[src/rtl/barcode_2of5_reader.sv]
// Industrial 2-of-5 symbol reader: frames start..stop, decodes and buffers
// digits, optionally verifies a mod-10 check digit, reports done/error.
module barcode_2of5_reader #(
  parameter int unsigned MAX_DIGITS = 10,
  parameter bit          CHK_EN     = 1'b1,
  parameter int unsigned TIMEOUT    = 255,
  parameter logic [4:0]  START_SYM  = 5'b11011,
  parameter logic [4:0]  STOP_SYM   = 5'b11101,
  localparam int unsigned CW        = $clog2(MAX_DIGITS + 1)
) (
  input  logic                    clock,
  input  logic                    I_StateMachine_Reset,
  input  logic                    PG,
  input  logic [4:0]              I,
  input  logic                    I_Valid,
  output logic                    FIM,
  output logic                    DEZ,
  output logic                    DOIS,
  output logic                    O_Error,
  output logic [3:0]              O_Digit,
  output logic                    O_DigitValid,
  output logic [CW-1:0]           O_Count,
  output logic [4*MAX_DIGITS-1:0] O_Digits
);

  localparam int unsigned TW = $clog2(TIMEOUT + 1);
  localparam int unsigned IW = (MAX_DIGITS > 1) ? $clog2(4 * MAX_DIGITS) : 2;

  typedef enum logic [2:0] {
    S_IDLE,
    S_WAIT_START,
    S_DIGITS,
    S_CHECK,
    S_DONE,
    S_ERROR
  } state_t;

  state_t        state;
  logic [3:0]    sum;
  logic [3:0]    prev_sum;
  logic [TW-1:0] timer;

  logic [2:0]    sym_ones;
  logic [3:0]    sym_raw;
  logic [3:0]    sym_digit;
  logic          sym_ok;
  logic [4:0]    sum_wide;
  logic [3:0]    sum_next;
  logic [IW-1:0] wr_idx;

  // Symbol decode: two-of-five check and weighted value (1,2,4,7,0; 11 -> 0)
  always_comb begin
    sym_ones  = 3'(I[0]) + 3'(I[1]) + 3'(I[2]) + 3'(I[3]) + 3'(I[4]);
    sym_ok    = (sym_ones == 3'd2);
    sym_raw   = (I[4] ? 4'd1 : 4'd0) + (I[3] ? 4'd2 : 4'd0)
              + (I[2] ? 4'd4 : 4'd0) + (I[1] ? 4'd7 : 4'd0);
    sym_digit = (sym_raw == 4'd11) ? 4'd0 : sym_raw;
    sum_wide  = 5'(sum) + 5'(sym_digit);
    sum_next  = (sum_wide >= 5'd10) ? 4'(sum_wide - 5'd10) : sum_wide[3:0];
    wr_idx    = IW'({O_Count, 2'b00});
  end

  // Reader FSM with registered outputs, buffer, running sums and idle timer
  always_ff @(posedge clock or negedge I_StateMachine_Reset) begin
    if (!I_StateMachine_Reset) begin
      state        <= S_IDLE;
      sum          <= '0;
      prev_sum     <= '0;
      timer        <= '0;
      FIM          <= 1'b0;
      DEZ          <= 1'b0;
      DOIS         <= 1'b0;
      O_Error      <= 1'b0;
      O_Digit      <= '0;
      O_DigitValid <= 1'b0;
      O_Count      <= '0;
      O_Digits     <= '0;
    end else begin
      O_DigitValid <= 1'b0;
      if (!PG) begin
        // Abort: buffer is kept for the host, everything else drops
        if (state != S_IDLE) begin
          state   <= S_IDLE;
          O_Count <= '0;
          DEZ     <= 1'b0;
          FIM     <= 1'b0;
          O_Error <= 1'b0;
          timer   <= '0;
        end
      end else begin
        if (I_Valid && (state != S_IDLE)) begin
          DOIS <= sym_ok;
        end
        case (state)
          S_IDLE: state <= S_WAIT_START;
          S_WAIT_START: begin
            if (I_Valid && (I == START_SYM)) begin
              state    <= S_DIGITS;
              O_Count  <= '0;
              DEZ      <= 1'b0;
              sum      <= '0;
              prev_sum <= '0;
              timer    <= '0;
              O_Digits <= '0;
            end
          end
          S_DIGITS: begin
            if (I_Valid) begin
              timer <= '0;
              if (I == STOP_SYM) begin
                if (CHK_EN) begin
                  if (32'(O_Count) >= 32'd2) begin
                    state <= S_CHECK;
                  end else begin
                    state   <= S_ERROR;
                    O_Error <= 1'b1;
                  end
                end else if (32'(O_Count) >= 32'd1) begin
                  state <= S_DONE;
                  FIM   <= 1'b1;
                end else begin
                  state   <= S_ERROR;
                  O_Error <= 1'b1;
                end
              end else if (sym_ok && (32'(O_Count) < MAX_DIGITS)) begin
                O_Digits[wr_idx +: 4] <= sym_digit;
                O_Count               <= O_Count + 1'b1;
                DEZ                   <= (32'(O_Count) + 32'd1 == MAX_DIGITS);
                prev_sum              <= sum;
                sum                   <= sum_next;
                O_Digit               <= sym_digit;
                O_DigitValid          <= 1'b1;
              end else begin
                // Bad symbol, misplaced start, or buffer overflow
                state   <= S_ERROR;
                O_Error <= 1'b1;
              end
            end else if (timer == TW'(TIMEOUT - 1)) begin
              state   <= S_ERROR;
              O_Error <= 1'b1;
            end else begin
              timer <= timer + 1'b1;
            end
          end
          S_CHECK: begin
            // Sum of all digits before the last must equal the last (mod 10)
            if (prev_sum == O_Digit) begin
              state <= S_DONE;
              FIM   <= 1'b1;
            end else begin
              state   <= S_ERROR;
              O_Error <= 1'b1;
            end
          end
          S_DONE, S_ERROR: ;
          default: state <= S_IDLE;
        endcase
      end
    end
  end

endmodule

[config.mk]
export PLATFORM = sky130hd
export DESIGN_NAME = barcode_2of5_reader
export DESIGN_NICKNAME = d
export VERILOG_FILES = /design/src/rtl/barcode_2of5_reader.sv
export SDC_FILE = /design/constraint.sdc
export NUM_CORES = 1
export LEC_CHECK = 0
export CORE_MARGIN = 4
export CORE_UTILIZATION = 54
export CTS_CLUSTER_DIAMETER = 200
export DETAILED_ROUTE_END_ITERATION = 10
export HOLD_SLACK_MARGIN = 0.08
export PLACE_DENSITY = 0.83
export SLEW_MARGIN = 20
export SYNTH_ARGS = -nofsm -noshare
export SYNTH_HDL_FRONTEND = slang
export SYNTH_SLANG_ARGS = --single-unit
[constraint.sdc]
create_clock -name clock -period 2.95 [get_ports clock]
set_input_delay 0.4425 -clock clock [delete_from_list [all_inputs] [get_ports clock]]
set_output_delay 0.4425 -clock clock [all_outputs]
set_load 0.005 [all_outputs]
=== Word level (Yosys, flattened, before mapping) ===
Index checks and enable logic that the tools add are counted.

* Equal/unequal tests: 30
* Reduce and logical (&&, ||, !) cells: 16
* Muxes and demuxes: 66
* Bitwise logic cells: 1
* Order comparisons: 3
* $add $sub $neg: 13
* Shift operators: 2

{| class="wikitable"
|+ Operators by type and width
! operator !! count
|-
| $mux W40 || 4
|-
| $pmux W40 S2 || 1
|-
| $mux W4 || 14
|-
| $bwmux W40 || 1
|-
| $mux W8 || 5
|-
| $shift A4 B8 Y40 const A || 1
|-
| $shiftx A4 B8 Y40 || 1
|-
| $mux W3 || 10
|-
| $pmux W4 S2 || 3
|-
| $mux W1 || 23
|-
| $reduce_and A6 Y1 || 3
|-
| $pmux W8 S2 || 1
|-
| $ne A3 B3 Y1 const B || 5
|-
| $pmux W3 S5 || 1
|-
| $eq A5 B5 Y1 const B || 2
|-
| $ne A2 B2 Y1 const B || 5
|-
| $ne A5 B5 Y1 const B || 2
|-
| $reduce_and A5 Y1 || 2
|-
| $eq A3 B2 Y1 const B || 3
|-
| $add A8 B1 Y8 const B || 1
|-
| $eq A8 B8 Y1 const B || 1
|-
| $ne A4 B4 Y1 const B || 2
|-
| $neg A6 Y8 || 1
|-
| $add A3 B1 Y3 || 2
|-
| 30 further kinds || 37
|}

* Output and inout port bits: 53
* Word-level logic and storage cells: 143
* Flip-flop bits (word level): 72

=== Logic depth before layout (Yosys ltp) ===
Gate-level depths: netlist (run 1).

* Depth after elaboration: 13
* Gate-level depth with buffers: 17
* Gate-level depth less buffers: 17

=== Least setup slack after synthesis (run 1) ===
No wires, ideal clock.

* Path type: in2reg
* From: input I[1]
* To: register sum[1]
* Library setup time: 0.128 ns
* Cell stages on the path: 15
* Setup slack: -0.551 ns
* Arrival time: 3.373 ns
* Path buffers: 0
* Cell sequence: ha_1 fa_1 xnor2_1 nand2_1 o21ai_0 inv_1 ha_1 inv_1 fa_1 inv_1 maj3_1 a21oi_1 a21boi_0 xnor2_1 o22ai_1

* Longest elaborated chain between the ends: 11
* Elaborated cells between the ends (all ways): 25
* Classes of those cells: add/sub (7); order compare (1); eq/ne (7); mux (7); reduce/logical (3)

{| class="wikitable"
|+ Ends and longest elaborated chain
! element !! RTL line !! text
|-
| from (decl) || 14 || <nowiki>input logic [4:0] I,</nowiki>
|-
| $mux W3 * || 56 || <nowiki>+ (I[2] ? 4'd4 : 4'd0) + (I[1] ? 4'd7 : 4'd0);</nowiki>
|-
| $add A4 B3 Y4 * || 56 ||
|-
| $eq A4 B4 Y1 || 57 || <nowiki>sym_digit = (sym_raw == 4'd11) ? 4'd0 : sym_raw;</nowiki>
|-
| $mux W4 * || 57 ||
|-
| via sym_digit[0] || 45 || <nowiki>logic [3:0] sym_digit;</nowiki>
|-
| $add A4 B4 Y5 * || 58 || <nowiki>sum_wide = 5'(sum) + 5'(sym_digit);</nowiki>
|-
| $sub A4 B4 Y4 or $ge A5 B4 Y1 (tied branches) || 59 || <nowiki>sum_next = (sum_wide >= 5'd10) ? 4'(sum_wide - 5'd10) : sum_wide[3:0];</nowiki>
|-
| $mux W4 * || 59 ||
|-
| $mux W4 * || 125 || <nowiki>end else if (sym_ok && (32'(O_Count) < MAX_DIGITS)) begin</nowiki>
|-
| $mux W4 * || 110 || <nowiki>if (I == STOP_SYM) begin</nowiki>
|-
| $mux W4 * || 108 || <nowiki>if (I_Valid) begin</nowiki>
|-
| $pmux W4 S2 * || 94 || <nowiki>case (state)</nowiki>
|-
| to (signal assigned) || 130 || <nowiki>sum <= sum_next;</nowiki>
|-
| to (decl) || 39 || <nowiki>logic [3:0] sum;</nowiki>
|}

Mark *: on every way through the listed nets, which the timed path passes. The rest lies on a longest branch. The select of a mux whose other input is x is not followed.
A chain may end at the register's enable or synchronous reset.

=== Final worst setup path (run 1) ===
* From: input I[1]
* To: register sum[2]

Same word-level chain as after synthesis.

==> results of run 1 <==
final timing paths:
path                                 startpoint            to  slack [ns]  cells past startpoint
setup / recovery                           I[1]        sum[2]       -0.15                     15
hold / removal             I_StateMachine_Reset           FIM        0.17                      1
setup reg to reg                     O_Count[1]  O_Digits[30]        0.57                      7
hold reg to reg                    O_Digits[26]  O_Digits[26]        0.48                      2
max in group asynchronous  I_StateMachine_Reset  O_Digits[31]        2.10                      2
min in group clock                 O_Digits[26]  O_Digits[26]        0.48                      2
per-layer routing:
metal  vias up  wire [um]  track usage [%]  share of wire, %
met5         -          0                0                 0
met4         0        322             11.8               2.7
met3        35        749             5.17               6.3
met2       193       5890             43.7                50
met1      1793       4860             36.3                41
li1       1674          -                -                 -
synth_stat cells (all sizes together) (4+ instances only):
master and count:
a22o 4, clkbuf 5, nor2 18, buf 8, nor3 7, inv 29
nor2b 4, fa 4, a31oi 5, dfrtp 72, nand4 8, a21oi 10
o21ai 58, a21o 7, o2bb2ai 11, nand3 11, xnor2 4, or3 4
nand2 61, ha 17, o22ai 4, o31ai 6
flip-flops by register name (all words and copies together) (netlist names):
| name | count |
|---|---|
| prev_sum | 4 |
| DOIS | 1 |
| O_Digit | 4 |
| timer | 8 |
| O_DigitValid | 1 |
| DEZ | 1 |
| sum | 4 |
| O_Error | 1 |
| O_Digits | 40 |
| FIM | 1 |
| state | 3 |
| O_Count | 4 |
final cells by class:
class	instances	area, sq um
multi-input combinational	288	2040
sequential	72	1800
timing repair buffer	118	1060
clock inverter	6	66.3
fill	444	1500
inverter	29	109
clock buffer	10	138
tap	96	120
per-stage QoR:
step	power [W]	setup WS (ns)	area, sq um	hold slack [ns]	utilization (%)
2_1_floorplan	0.00129	-0.190	3890	0.147	-
3_3_place_gp	0.00145	-0.741	4860	0.469	71.2
3_5_place_dp	0.00147	-0.922	4860	0.471	71.2
4_1_cts	0.00231	0.00673	5200	0.208	76.1
5_1_grt	0.00248	-0.235	5330	0.246	78.0
6_report	0.00240	-0.152	5330	0.173	78.0
cell families (layout without fill, tap and decap cells):
group / count (synthesis) / count (layout) / share of synthesized area, %
AO/OA/AOI/OAI: 127 / 128 / 21.6
XOR/XNOR: 7 / 7 / 1.61
adder cells (fa/ha/maj): 23 / 23 / 8.20
buffers and inverters: 42 / 163 / 4.66
flip-flops: 72 / 72 / 47.2
multiplexers: 5 / 5 / 1.41
AND/OR/NAND/NOR: 125 / 125 / 15.3
worst register-to-register path, stage by stage, from the launching register on:
cell and delay (ns):
dfrtp_1 0.51, o21ai_0 0.51, o2111ai_4 0.29, a211oi_4 0.32
buf_4 0.16, o21ai_0 0.10, buf_4 0.19, a32o_1 0.20
power breakdown:
part | switching, W | internal (W) | total (W)
Sequential | 0.0000290 | 0.00100 | 0.00103
Combinational | 0.000290 | 0.000256 | 0.000546
Clock | 0.000404 | 0.000415 | 0.000819
Total | 0.000723 | 0.00167 | 0.00240
timing repair:
item | 4_1_cts | 5_1_grt
cloned | 0 | 1
endpoints found under the setup margin | 61 | 50
setup buffers | 11 | 6
pin swaps | 17 | 24
gates resized for setup | 27 | 30
==> metrics.txt, run 1 <==
outcome=finished with violations; failing checks=negative setup slack; Tot GR Track Use=27.3%; RSZ-0062 raised after global routing=yes; Area contributors post-synth=dfrtp_1 47%, o21ai_0 7.6%, nand2_1 6.0%; Final GP Congestion=0.877; Max FO, Critical Path=3; critical path's most frequent cell=buf_4; H-tree Lvls=3; max_cap viols=0; Slowest-stage cell, CP=fa_2; endpoints failing setup=3; initial drt markers=438; post-route setup slack=-0.152 ns; cts bufs inserted=9; critical path buffer and inverter count=5; max-slew violations=0; diode count=0; Crit path required time=3.21 ns; setup TNS=-0.359 ns; Syn Inst Count=401; period utilisation layout=105%; Peak supply drop=0.365 mV; Setup crit start kind=input port; Top FF cell, synth=dfrtp_1; clock input transition at the sequential cells of the worst setup and hold paths=0.08 ns; unique cell type count in the Yosys netlist=55; Die H=92.1 um; Final #Nets=548; min Tclk post-route=3.10 ns; Fin. Hold Viols=0; Leak=2.32 nW; Synth Net Count=431; asr flop ratio synth=100%; initial core utilization=55.9%; # DRC=0; number of flops mapped to enable cells by yosys=0; grt ovf=0; final cell count without fillers=619; slew margin rel.=45.0%; number of global-route vias before repair=3677; critical path class=in -> reg; P&R area growth vs syn=39.6%; Syn Area/Cell=9.52 sq um; Ys Warns=0; # IOs=62; first-pass GRT wire length=18400 um; Yosys top cell area share=47.2%; final WL=11800 um; most common cell after layout, fill and taps aside=dfrtp_1; Die ar.=8480 sq um; Hold Buf Count CTS=0; CP Capture Type=flip-flop; data arrival time of the worst path=3.36 ns; TritonRoute pass-1 iters=6; Seq/Total Area, Yosys=47.2%; layout cell share with drive strength beyond 1=21.8%; total number of vias=3695; clock sinks=72; post-DP HPWL=7560 um; Slew @ Worst Pin=0.826 ns; CP Cell Sequence=buf_12, buf_4, ha_1, a21o_1, a21oi_2, buf_4, o21a_4, inv_1, fa_2, xnor2_2, xnor2_2, buf_4, o31ai_4, nand2_1, o311ai_1; Cell Area, Synth=3820 sq um; placed cells=585; Clock Skew=0.00928 ns; Final ANT Viol Nets=0; Die X-Extent=92.1 um; clock latency on the worst-skew pair=0.36 ns; pwr dens=450 nW/um^2; initial antenna violation count=0; Worst Hold Class=in -> async; post-synth top area cell=dfrtp_1; CP delay by family, top=compound AO/OA/AOI/OAI gates; Max Clk Rate=322 MHz; wire length per cell=19.1 um; Max Buffers Root-to-Sink=2; core area=6830 sq um; row cnt=30; largest net degree at the start of global routing=38; CTS tree=done; CP max stage delay=0.38 ns; DR vias/cell=5.97; Yosys reg bits=72; CTS root buf=clkbuf_8; port bufs=61; commonest non-fill, non-tap cells in the layout=72 x dfrtp_1, 59 x nand2_1, 55 x clkdlybuf4s50_1
(Power assumes the default switching activity.)
==> run 2: changes to the inputs <==
Settings changed: SKIP_LAST_GASP set to 1.
==> metrics.txt, run 2 (synthesis results as in run 1) <==
core area=6830 sq um; # DRC=0; H-tree Lvls=3; Leak=2.32 nW; Worst Hold Class=in -> async; post-DP HPWL=7560 um; first-pass GRT wire length=18400 um; Clock Skew=0.0116 ns; pwr dens=451 nW/um^2; endpoints failing setup=3; CTS tree=done; Comb power frac=22.8%; switching share of total power=30.2%; Slew @ Worst Pin=0.836 ns; Max Buffers Root-to-Sink=2; P&R area growth vs syn=39.6%; Slowest-stage cell, CP=fa_2; Die ar.=8480 sq um; cts bufs inserted=9; Die X-Extent=92.1 um; Max FO, Critical Path=4; Die H=92.1 um; Tot GR Track Use=27.3%; grt ovf=0; NetSw=0.000726 W; Crit Reg-Reg Endpoint=O_Digits[22]; slew margin rel.=44.3%; outcome=finished with violations; initial antenna violation count=0; initial core utilization=55.9%; Fin. Hold Viols=0; largest register by flop count=O_Digits; max reg flops=40; Placed Area=4860 sq um; Peak supply drop=0.368 mV; top flop regs=O_Digits x40, timer x8; DR vias/cell=6.12; initial drt markers=424; row cnt=30; TritonRoute pass-1 iters=7; total number of vias=3794; final std cell area, no fill=5330 sq um; CP Cell Sequence=buf_6, ha_4, fa_2, xnor2_4, buf_6, nand2_1, o21a_1, ha_1, a21o_1, maj3_2, xor2_4, nor3_1, a21o_1, a22o_1; CTS root buf=clkbuf_8; clock input transition at the sequential cells of the worst setup and hold paths=0.08 ns; data arrival time of the worst path=3.31 ns; critical path class=in -> reg; largest net degree at the start of global routing=38; Int Pwr=0.00168 W; period utilisation layout=104%; diode count=0; R2R Setup Slk=0.59 ns; number of global-route vias before repair=3677; number of fill cells in the layout=446; clock share of power=34.4%; CP max stage delay=0.41 ns; worst hold slack=0.180 ns; clock latency on the worst-skew pair=0.36 ns; Seq pwr share=42.9%; most common cell after layout, fill and taps aside=dfrtp_1; wire length per cell=19.3 um; post-route setup slack=-0.109 ns; Crit path required time=3.20 ns; RSZ-0062 raised after global routing=yes; min Tclk post-route=3.06 ns; failing checks=negative setup slack; r2r worst-path depth=7; max_cap viols=0; Setup crit start kind=input port; max-slew violations=0; Final #Nets=549; clock sinks=72; Final ANT Viol Nets=0; port bufs=61; Max Clk Rate=327 MHz; CP Capture Type=flip-flop; commonest non-fill, non-tap cells in the layout=72 x dfrtp_1, 60 x nand2_1, 55 x clkdlybuf4s50_1; layout cell share with drive strength beyond 1=21.6%; launching point of the worst reg2reg path=O_Count[1]; final WL=11900 um; Final GP Congestion=0.877; # IOs=62
-- run 2: what timing repair did --
item                                    CTS  global route
gates cloned                              0             1
setup buffers                            11             7
resized for setup                        27            29
pin swaps                                16            24
endpoints found under the setup margin   61            50
hold endpoints to repair                  0             0
hold buffers                              0             0
-- run 2: worst max-delay path by stage --
stage / start / endpoint / slack (ns) / cells past startpoint
2_1_floorplan: I[1] / sum[1] / -0.19 / 17
3_3_place_gp: I[1] / sum[1] / -0.74 / 18
3_5_place_dp: I[1] / sum[2] / -0.92 / 17
4_1_cts: I[3] / sum[2] / -0.0005 / 15
5_1_grt: I[1] / sum[2] / -0.19 / 16
6_report: I[4] / sum[3] / -0.11 / 14
-- run 2: metrics by stage --
stage          utilization, %  setup TNS (ns)  std cells  power (W)  setup slack, ns
6_report                 78.0          -0.246        620    0.00240           -0.109
5_1_grt                  78.0          -0.609        620    0.00248           -0.189
4_1_cts                  76.1       -0.000514        612    0.00231        -0.000514
2_1_floorplan               -          -0.552        401    0.00129           -0.190
3_3_place_gp             71.2          -35.60        585    0.00145           -0.741
3_5_place_dp             71.2          -42.38        585    0.00147           -0.922
-- run 2: worst max-delay path: cells and delay by family --
family,cells,cell delay [ns]
XOR/XNOR,2,0.45
buffers and inverters,2,0.24
adder cells (fa/ha/maj),4,1.26
AND/OR/NAND/NOR,2,0.12
AO/OA/AOI/OAI,4,0.80
-- run 2: final cells by class --
cell class / count / area (sq um) / share of cell area, %
tap: 96 / 120 / 2.25
inverter: 29 / 109 / 2.04
clock buffer: 10 / 138 / 2.58
sequential: 72 / 1800 / 33.8
clock inverter: 6 / 66.3 / 1.24
timing repair buffer: 119 / 1070 / 20.1
multi-input combinational: 288 / 2020 / 38.0
-- run 2: power by group through the flow --
stage | clock network [W] | logic, W | registers (W)
floorplan | 0 | 0.000262 | 0.00103
global placement | 0 | 0.000405 | 0.00105
detailed placement | 0 | 0.000422 | 0.00105
CTS | 0.000816 | 0.000466 | 0.00103
global route | 0.000864 | 0.000585 | 0.00103
finish | 0.000826 | 0.000547 | 0.00103
-- run 2: routing by layer --
metal / part of all wire (%) / wire length (um) / global-route usage, % / vias up
li1: - / - / - / 1669
met1: 40 / 4720 / 36.3 / 1852
met2: 49 / 5900 / 43.7 / 225
met3: 7.3 / 876 / 5.17 / 48
met4: 3.7 / 447 / 11.8 / 0
met5: 0 / 0 / 0 / -
==> run 3: changes to the inputs <==
Settings changed: CORE_MARGIN 4 to unset, GPL_ROUTABILITY_DRIVEN set to 1, SKIP_CTS_REPAIR_TIMING set to 1.
==> metrics.txt, run 3 (synthesis results as in run 1) <==
Final ANT Viol Nets=0; Leak=2.29 nW; core area=6790 sq um; Seq pwr share=43.1%; most common cell after layout, fill and taps aside=dfrtp_1; initial antenna violation count=0; CTS root buf=clkbuf_8; total number of vias=3584; port bufs=61; NetSw=0.000690 W; period utilisation layout=106%; Tot GR Track Use=29.8%; Crit path required time=3.18 ns; switching share of total power=28.9%; DR vias/cell=5.89; r2r worst-path depth=10; launching point of the worst reg2reg path=sum[0]; Slew @ Worst Pin=0.710 ns; clock sinks=72; overall power=0.00239 W; Fin. Hold Viols=0; CTS tree=done; Setup crit start kind=input port; CP Capture Type=flip-flop; RSZ-0062 raised after global routing=yes; TritonRoute pass-1 iters=5; commonest non-fill, non-tap cells in the layout=72 x dfrtp_1, 60 x nand2_1, 55 x clkdlybuf4s50_1; Placed Area=4870 sq um; wire length per cell=18.1 um; post-DP HPWL=7530 um; failing checks=negative setup slack; clock input transition at the sequential cells of the worst setup and hold paths=0.08 ns; max reg flops=40; hold_sp=O_Digits[34]; critical path class=in -> reg; data arrival time of the worst path=3.36 ns; Die ar.=7410 sq um; min Tclk post-route=3.13 ns; Final GP Congestion=0.872; CP Cell Sequence=buf_8, ha_4, fa_2, xnor2_4, nand2_1, o21ai_2, inv_1, ha_2, inv_2, fa_2, xnor2_2, xnor2_2, buf_4, o31ai_4, a21boi_2, xnor2_1, o22ai_1; # DRC=0; final WL=11000 um; # IOs=62; Worst Hold Class=reg -> reg; row cnt=30; Clock Skew=0.00928 ns; Int Pwr=0.00170 W; largest net degree at the start of global routing=34; initial drt markers=299; pwr dens=453 nW/um^2; Die X-Extent=86.1 um; post-route setup slack=-0.176 ns; grt ovf=0; layout cell share with drive strength beyond 1=21.5%; H-tree Lvls=3; first-pass GRT wire length=17000 um; diode count=0; worst hold slack=0.488 ns; top flop regs=O_Digits x40, timer x8; Max FO, Critical Path=5; CP max stage delay=0.44 ns; Slowest-stage cell, CP=fa_2; largest register by flop count=O_Digits; cts bufs inserted=9; P&R area growth vs syn=38.3%; slew margin rel.=52.0%; final std cell area, no fill=5280 sq um; initial core utilization=56.2%; endpoints failing setup=2; max-slew violations=0; Die H=86.1 um; Max Buffers Root-to-Sink=2; Peak supply drop=0.282 mV; clock latency on the worst-skew pair=0.36 ns; Final #Nets=538; clock share of power=35.8%; Comb power frac=21.2%; outcome=finished with violations; Hold Crit Depth=2; number of global-route vias before repair=3539; CP startpoint=I[1]; Max Clk Rate=320 MHz; max_cap viols=0
[run 3: changes by cell type in the layout (fill, tap and decap cells not counted), sizes merged]
cell,change
buf,-10
dlygate4sd2,-2
clkinv,+1
bufinv,+1
inv,-1
a211o,-1
dlymetal6s2s,+2
clkinvlp,-1
dlygate4sd3,+1
clkbuf,-2
[run 3: routing by layer]
metal | GRT usage, % | up-vias | part of all wire, %
met4 | 10.8 | 0 | 3.0
met5 | 0 | - | 0
li1 | - | 1635 | -
met1 | 39.0 | 1787 | 41
met2 | 49.9 | 127 | 51
met3 | 5.10 | 35 | 5.0
[run 3: area by class of cell]
| type | instances | area, sq um |
|---|---|---|
| clock buffer | 9 | 124 |
| tap | 96 | 120 |
| multi-input combinational | 287 | 2050 |
| clock inverter | 6 | 85.1 |
| fill | 430 | 1520 |
| inverter | 29 | 109 |
| sequential | 72 | 1800 |
| timing repair buffer | 109 | 986 |
[run 3: power by group through the flow]
stage | logic (W) | registers, W | clock network (W)
after floorplan | 0.000262 | 0.00103 | 0
after global placement | 0.000407 | 0.00105 | 0
after detailed placement | 0.000428 | 0.00105 | 0
after CTS | 0.000436 | 0.00103 | 0.000848
after global routing | 0.000539 | 0.00103 | 0.000898
final | 0.000506 | 0.00103 | 0.000855
[run 3: worst max-delay path, delay by kind of cell]
kind	cells	cell delay, ns
adder cells (fa/ha/maj)	4	1.17
AO/OA/AOI/OAI	4	0.61
buffers and inverters	4	0.42
XOR/XNOR	4	0.64
AND/OR/NAND/NOR	1	0.08
[run 3: through the flow]
step	TNS, ns	instances	setup WS, ns	util (%)
floorplan	-0.552	401	-0.190	-
global placement	-36.33	587	-0.743	71.6
detailed placement	-46.13	587	-0.923	71.6
CTS	-24.86	602	-0.623	74.7
global route	-0.636	608	-0.306	77.7
finish	-0.305	608	-0.176	77.7
[run 3: worst paths after layout]
| check | endpoint | slack [ns] |
|---|---|---|
| max in group asynchronous | O_Digits[30] | 1.66 |
| setup / recovery | sum[1] | -0.18 |
| setup reg to reg | sum[1] | 0.59 |
| hold / removal | O_Digits[34] | 0.49 |
| min in group asynchronous | state[0] | 0.54 |
| hold reg to reg | O_Digits[34] | 0.49 |
